**config.mk**
```make
export PLATFORM = sky130hd
export DESIGN_NAME = hdlc_rx_frontend
export DESIGN_NICKNAME = d
export VERILOG_FILES = /design/src/rtl/hdlc_rx_pkg.sv /design/src/rtl/hdlc_sat_counter.sv /design/src/rtl/hdlc_rx_frontend.sv
export SDC_FILE = /design/constraint.sdc
export NUM_CORES = 1
export LEC_CHECK = 0
export ABC_AREA = 1
export CAP_MARGIN = 20
export CORE_MARGIN = 3
export CORE_UTILIZATION = 60
export DETAILED_ROUTE_END_ITERATION = 16
export PLACE_DENSITY = 0.81
export SYNTH_ARGS = -nofsm -noshare
export SYNTH_HDL_FRONTEND = slang
export SYNTH_SLANG_ARGS = --single-unit
export TNS_END_PERCENT = 5
```
**constraint.sdc**
```tcl
create_clock -name Clk -period 4.85 [get_ports Clk]
set_input_delay 0.485 -clock Clk [delete_from_list [all_inputs] [get_ports Clk]]
set_output_delay 0.485 -clock Clk [all_outputs]
set_load 0.05 [all_outputs]
```
**src/rtl/hdlc_rx_pkg.sv**
```systemverilog
// hdlc_rx_pkg: shared types and constants for the HDLC receive front-end.
// Holds the FSM state encoding, the flag octet and the bit-stuffing run length.
package hdlc_rx_pkg;

  typedef enum logic [1:0] {
    IDLE,
    SYNC,
    FRAME
  } state_e;

  localparam logic [7:0] FLAG_PATTERN = 8'h7E;
  localparam int         STUFF_ONES   = 5;

endpackage

```
**src/rtl/hdlc_sat_counter.sv**
```systemverilog
// hdlc_sat_counter: saturating event counter with synchronous clear.
// Ports: clk_i, rst_i (async, active-high), inc_i, clr_i (wins over inc_i),
//        cnt_o (holds at all-ones).
module hdlc_sat_counter #(
  parameter int CNT_W = 16
) (
  input  logic             clk_i,
  input  logic             rst_i,
  input  logic             inc_i,
  input  logic             clr_i,
  output logic [CNT_W-1:0] cnt_o
);

  logic [CNT_W-1:0] cnt_q, cnt_d;

  always_comb begin
    cnt_d = cnt_q;
    if (clr_i) begin
      cnt_d = '0;
    end else if (inc_i && (cnt_q != '1)) begin
      cnt_d = cnt_q + 1'b1;
    end
  end

  always_ff @(posedge clk_i or posedge rst_i) begin
    if (rst_i) cnt_q <= '0;
    else       cnt_q <= cnt_d;
  end

  assign cnt_o = cnt_q;

endmodule

```
**src/rtl/hdlc_rx_frontend.sv**
```systemverilog
// hdlc_rx_frontend: HDLC Rx flag/abort/idle detection, de-stuffing, framing,
// LSB-first word assembly, length checks and saturating statistics.
// Ports: Clk, Rst (async, active-high), Rx (line bit), Cnt_Clear;
//   pulses Rx_FlagDetect/AbortDetect/AbortSignal/WrBuff/EoF/FrameError;
//   levels Rx_IdleDetect/ValidFrame/Overflow; Rx_Data; three counters.
module hdlc_rx_frontend
  import hdlc_rx_pkg::*;
#(
  parameter int DATA_W     = 8,
  parameter int ONES_ABORT = 7,
  parameter int ONES_IDLE  = 15,
  parameter int MIN_WORDS  = 2,
  parameter int MAX_WORDS  = 128,
  parameter int CNT_W      = 16
) (
  input  logic              Clk,
  input  logic              Rst,
  input  logic              Rx,
  input  logic              Cnt_Clear,
  output logic              Rx_FlagDetect,
  output logic              Rx_AbortDetect,
  output logic              Rx_AbortSignal,
  output logic              Rx_IdleDetect,
  output logic              Rx_ValidFrame,
  output logic [DATA_W-1:0] Rx_Data,
  output logic              Rx_WrBuff,
  output logic              Rx_EoF,
  output logic              Rx_FrameError,
  output logic              Rx_Overflow,
  output logic [CNT_W-1:0]  Rx_FlagCnt,
  output logic [CNT_W-1:0]  Rx_AbortCnt,
  output logic [CNT_W-1:0]  Rx_ErrCnt
);

  localparam int OW = $clog2(ONES_IDLE + 1);
  localparam int BW = (DATA_W > 1) ? $clog2(DATA_W) : 1;
  localparam int WW = $clog2(MAX_WORDS + 2);

  localparam logic [OW-1:0] O_STUFF = OW'(STUFF_ONES);
  localparam logic [OW-1:0] O_ABORT = OW'(ONES_ABORT);
  localparam logic [OW-1:0] O_IDLE  = OW'(ONES_IDLE);
  localparam logic [BW-1:0] B_LAST  = BW'(DATA_W - 1);
  localparam logic [WW-1:0] W_MIN   = WW'(MIN_WORDS);
  localparam logic [WW-1:0] W_MAX   = WW'(MAX_WORDS);
  localparam logic [WW-1:0] W_OVF   = WW'(MAX_WORDS + 1);

  state_e            state_q, state_d;
  logic [7:0]        sr_q, sr_d;
  logic [7:0]        mask_q, mask_d;
  logic [OW-1:0]     ones_q, ones_d;
  logic [BW-1:0]     bit_q, bit_d, bcur;
  logic [WW-1:0]     wcnt_q, wcnt_d, wcur;
  logic [DATA_W-1:0] word_q, word_d;
  logic [DATA_W-1:0] data_q, data_d;
  logic flag_q, flag_d, adet_q, adet_d, asig_q, asig_d;
  logic idle_q, idle_d, eof_q, eof_d, err_q, err_d;
  logic wr_q, wr_d, ovf_q, ovf_d;

  logic flag_hit, abort_hit, idle_hit, stuffed;

  assign flag_hit  = (sr_q == FLAG_PATTERN);
  assign abort_hit = (ones_q == O_ABORT);
  assign idle_hit  = (ones_q == O_IDLE);
  assign stuffed   = !Rx && (ones_q == O_STUFF);

  // The first data bit seen in SYNC starts a fresh frame.
  assign bcur = (state_q == SYNC) ? '0 : bit_q;
  assign wcur = (state_q == SYNC) ? '0 : wcnt_q;

  always_comb begin
    sr_d    = {sr_q[6:0], Rx};
    mask_d  = {mask_q[6:0], ~stuffed};
    ones_d  = '0;
    state_d = state_q;
    bit_d   = bit_q;
    wcnt_d  = wcnt_q;
    word_d  = word_q;
    data_d  = data_q;
    ovf_d   = ovf_q;
    flag_d  = flag_hit;
    adet_d  = abort_hit;
    idle_d  = idle_hit;
    asig_d  = 1'b0;
    eof_d   = 1'b0;
    err_d   = 1'b0;
    wr_d    = 1'b0;
    if (Rx) ones_d = idle_hit ? ones_q : ones_q + 1'b1;
    if (flag_hit) begin
      // Flag bits never reach the assembler.
      mask_d  = {7'b0, ~stuffed};
      state_d = SYNC;
      if (state_q == FRAME) begin
        if ((bit_q == '0) && (wcnt_q >= W_MIN)) eof_d = 1'b1;
        else                                   err_d = 1'b1;
      end
    end else if (abort_hit || idle_hit) begin
      state_d = IDLE;
      if (abort_hit) begin
        mask_d = {7'b0, ~stuffed};
        ovf_d  = 1'b0;
        if (state_q == FRAME) asig_d = 1'b1;
      end
    end else if (mask_q[7] && (state_q != IDLE)) begin
      if (state_q == SYNC) begin
        state_d = FRAME;
        ovf_d   = 1'b0;
      end
      word_d = {sr_q[7], word_q[DATA_W-1:1]};
      bit_d  = bcur + 1'b1;
      wcnt_d = wcur;
      if (bcur == B_LAST) begin
        bit_d = '0;
        if (wcur != W_OVF) wcnt_d = wcur + 1'b1;
        if (wcur < W_MAX) begin
          data_d = word_d;
          wr_d   = 1'b1;
        end else begin
          ovf_d = 1'b1;
        end
      end
    end
  end

  always_ff @(posedge Clk or posedge Rst) begin
    if (Rst) begin
      state_q <= IDLE;
      sr_q    <= '0;
      mask_q  <= '0;
      ones_q  <= '0;
      bit_q   <= '0;
      wcnt_q  <= '0;
      word_q  <= '0;
      data_q  <= '0;
      flag_q  <= 1'b0;
      adet_q  <= 1'b0;
      asig_q  <= 1'b0;
      idle_q  <= 1'b0;
      eof_q   <= 1'b0;
      err_q   <= 1'b0;
      wr_q    <= 1'b0;
      ovf_q   <= 1'b0;
    end else begin
      state_q <= state_d;
      sr_q    <= sr_d;
      mask_q  <= mask_d;
      ones_q  <= ones_d;
      bit_q   <= bit_d;
      wcnt_q  <= wcnt_d;
      word_q  <= word_d;
      data_q  <= data_d;
      flag_q  <= flag_d;
      adet_q  <= adet_d;
      asig_q  <= asig_d;
      idle_q  <= idle_d;
      eof_q   <= eof_d;
      err_q   <= err_d;
      wr_q    <= wr_d;
      ovf_q   <= ovf_d;
    end
  end

  assign Rx_FlagDetect  = flag_q;
  assign Rx_AbortDetect = adet_q;
  assign Rx_AbortSignal = asig_q;
  assign Rx_IdleDetect  = idle_q;
  assign Rx_ValidFrame  = (state_q == FRAME);
  assign Rx_Data        = data_q;
  assign Rx_WrBuff      = wr_q;
  assign Rx_EoF         = eof_q;
  assign Rx_FrameError  = err_q;
  assign Rx_Overflow    = ovf_q;

  hdlc_sat_counter #(.CNT_W(CNT_W)) u_flag_cnt (
    .clk_i (Clk),
    .rst_i (Rst),
    .inc_i (flag_q),
    .clr_i (Cnt_Clear),
    .cnt_o (Rx_FlagCnt)
  );

  hdlc_sat_counter #(.CNT_W(CNT_W)) u_abort_cnt (
    .clk_i (Clk),
    .rst_i (Rst),
    .inc_i (asig_q),
    .clr_i (Cnt_Clear),
    .cnt_o (Rx_AbortCnt)
  );

  hdlc_sat_counter #(.CNT_W(CNT_W)) u_err_cnt (
    .clk_i (Clk),
    .rst_i (Rst),
    .inc_i (err_q),
    .clr_i (Cnt_Clear),
    .cnt_o (Rx_ErrCnt)
  );

endmodule
```
==> metrics.txt <==
CTS tree=done; critical path fanouts, max=6; total power=2.11 mW; synth cell count leaders=nand2_1, dfrtp_1, nor2_1; FMAX=412 MHz; switching power=0.776 mW; hpwl dp=8760 um; total CTS buffers=9; largest area contributor in the netlist=dfrtp_1; Hold/Removal Path Class=flip-flop to flip-flop; DR DRC count=0; clk_skew=0.0107 ns; top-count cell post-synth=nand2_1; Final Critical Period=2.43 ns; vias in the first global route=4,533; critical path class=flip-flop to primary output; Tightest Pin Transition=0.837 ns; main flop type after synthesis=dfrtp_1; global route total overflow=0; initial DRC count=270; DRT Pass-1 Iters=4; status=finished, final reports clean; hold buffer count at cts=0; leakage power=2.97 nW; crit path launch type=flip-flop; H-tree levels=3; Sw Share=0.368; crit path DAT=1.94 ns; Post-DRT Antenna Nets=0; final WL=12,400 um; Syn-to-layout area delta=16.7%; wire length per cell=13.8 um; Synth top area share=0.472; Inst Count DP=882; clock root cell=clkbuf_8; VDD IR max=0.000213 V; Post-synth EDFFs=0; Worst-path clk slew=0.11 ns; layout cells sized above 1=0.0544; #FFs+latches synth=104; FILL cells=699; Die ar.=10,400 um2; Clk pwr share=0.248; syn avg cell area=7.64 um2; Final TNS setup=0 ns; clock latency at the later pin of the worst-skew pair=0.38 ns; final worst path period share=0.500; IO Count=69; routed vias/inst=5.49; final worst slack=2.42 ns; die height=102 um; power share of the combinational group=0.265; Rel. slew slack=0.442; gr usage total=0.252; yosys warns=0; Power Density=328 nW/um2; synth unique cells=31; number of max-cap violations=0; P_int=1.33 mW; global-route wire length before repair=21,000 um; worst slack at placement=2.17 ns; Initial Util=0.626; num rows=34; Port Buffers=68; Async S/R FF share, synth=1.00; Synth Cell Area=5510 um2; Die Wd=102 um; CTS resizes=0; final net count=798; CTS Buffer Depth=2; CP Capture Type=primary output; final hold violation count=0; sequential cell fraction of total power=0.487; Area contributors post-synth=dfrtp_1, nand2_1, nor2_1, nand4_1, nand3_1; Non-Filler Instances=898; largest net degree at the start of global routing=69; gate count of the mapped netlist=722; Final setup viols=0; Post-CTS Setup Repair Bufs=0; routability cong.=0.915; Core Area=8810 um2; Final Slew Violations=0; antenna diode count=0; vias post-DR=4,926; clock tree sinks=104; sequential-to-total area share from yosys stat=0.472; Synth Net Count=735; RSZ-0062 raised after global routing=no; antenna violations before repair=0; CP required=4.37 ns
[through the flow]
step	hold WS (ns)	instance area, um2	utilization
final	0.385	6430	0.731
after global routing	0.378	6430	0.731
after CTS	0.383	6430	0.731
after detailed placement	0.363	6250	0.709
after global placement	0.357	6250	0.709
after floorplan	0.354	5510	-
[area by class of cell]
| type | instances | area, um2 | area share |
|---|---|---|---|
| inverters | 61 | 231 | 0.0360 |
| multi-input cells | 540 | 2590 | 0.403 |
| clock inverters | 7 | 62.6 | 0.00972 |
| repair buffers | 69 | 688 | 0.107 |
| clock buffers | 9 | 124 | 0.0193 |
| flip-flops and latches | 104 | 2600 | 0.405 |
| well taps | 108 | 135 | 0.0210 |
[cells by family (layout without fill, tap and decap cells)]
| logic type | Yosys count | after routing | synth area share |
|---|---|---|---|
| buf+inv | 78 | 146 | 0.0583 |
| compound gates | 53 | 53 | 0.0551 |
| xor+xnor | 15 | 15 | 0.0238 |
| simple gates | 463 | 463 | 0.370 |
| flops | 104 | 104 | 0.472 |
| fa+ha+maj | 9 | 9 | 0.0204 |
[registers in the layout, indices dropped and copies added, names as in the netlist, 2 cells and up]
name,cells
u_err_cnt.cnt_o,16
word_q,7
sr_q,8
wcnt_q,8
Rx_Data,8
state_q,2
ones_q,4
mask_q,8
u_abort_cnt.cnt_o,16
u_flag_cnt.cnt_o,16
bit_q,3
[power groups by stage]
| stage | Combinational, mW | Clock, mW | Sequential, mW |
|---|---|---|---|
| finish | 0.558 | 0.524 | 1.03 |
| global route | 0.616 | 0.568 | 1.04 |
| CTS | 0.559 | 0.537 | 1.03 |
| detailed placement | 0.557 | 0 | 1.04 |
| global placement | 0.537 | 0 | 1.04 |
| floorplan | 0.314 | 0 | 1.14 |
[path summary, 6_finish.rpt]
check | from | endpoint | slack [ns] | depth (start not counted)
max reg2reg | state_q[0] | wcnt_q[4] | 2.54 | 14
max in group asynchronous | Rst | u_flag_cnt.cnt_o[6] | 3.21 | 3
max | state_q[0] | Rx_ValidFrame | 2.42 | 2
min | sr_q[2] | sr_q[3] | 0.39 | 0
min reg2reg | sr_q[2] | sr_q[3] | 0.39 | 0
min in group asynchronous | Rst | Rx_WrBuff | 0.62 | 2
[layout by cell type (no fill, tap or decap), types with 2 or more instances in the layout]
| master | instances |
|---|---|
| ha_1 | 9 |
| nor3_1 | 3 |
| nand2_2 | 2 |
| dfrtp_1 | 104 |
| nor2_4 | 5 |
| nand4_1 | 41 |
| nand3_2 | 2 |
| xor2_1 | 15 |
| clkbuf_8 | 9 |
| clkdlybuf4s50_1 | 68 |
| inv_6 | 3 |
| a21boi_0 | 2 |
| nand3_1 | 50 |
| nor2_2 | 4 |
| or2_2 | 5 |
| o21bai_1 | 10 |
| a211oi_1 | 2 |
| inv_2 | 5 |
| a21oi_1 | 10 |
| o21ai_0 | 26 |
| inv_1 | 55 |
| nand2_1 | 245 |
| clkinv_4 | 2 |
| nor2_1 | 97 |
| nor2_8 | 2 |
| nand3b_1 | 6 |
[layer usage]
layer,share of wire,track usage
met3,0.054,0.0355
met4,0.015,0.0979
met1,0.46,0.356
met5,0,0
met2,0.47,0.397
[worst max-delay path: stages (launching register included)]
cell and delay (ns):
dfrtp_1 0.45, nor2_1 0.26, clkdlybuf4s50_1 0.86
No activity file was read; power rests on OpenSTA's default activity.
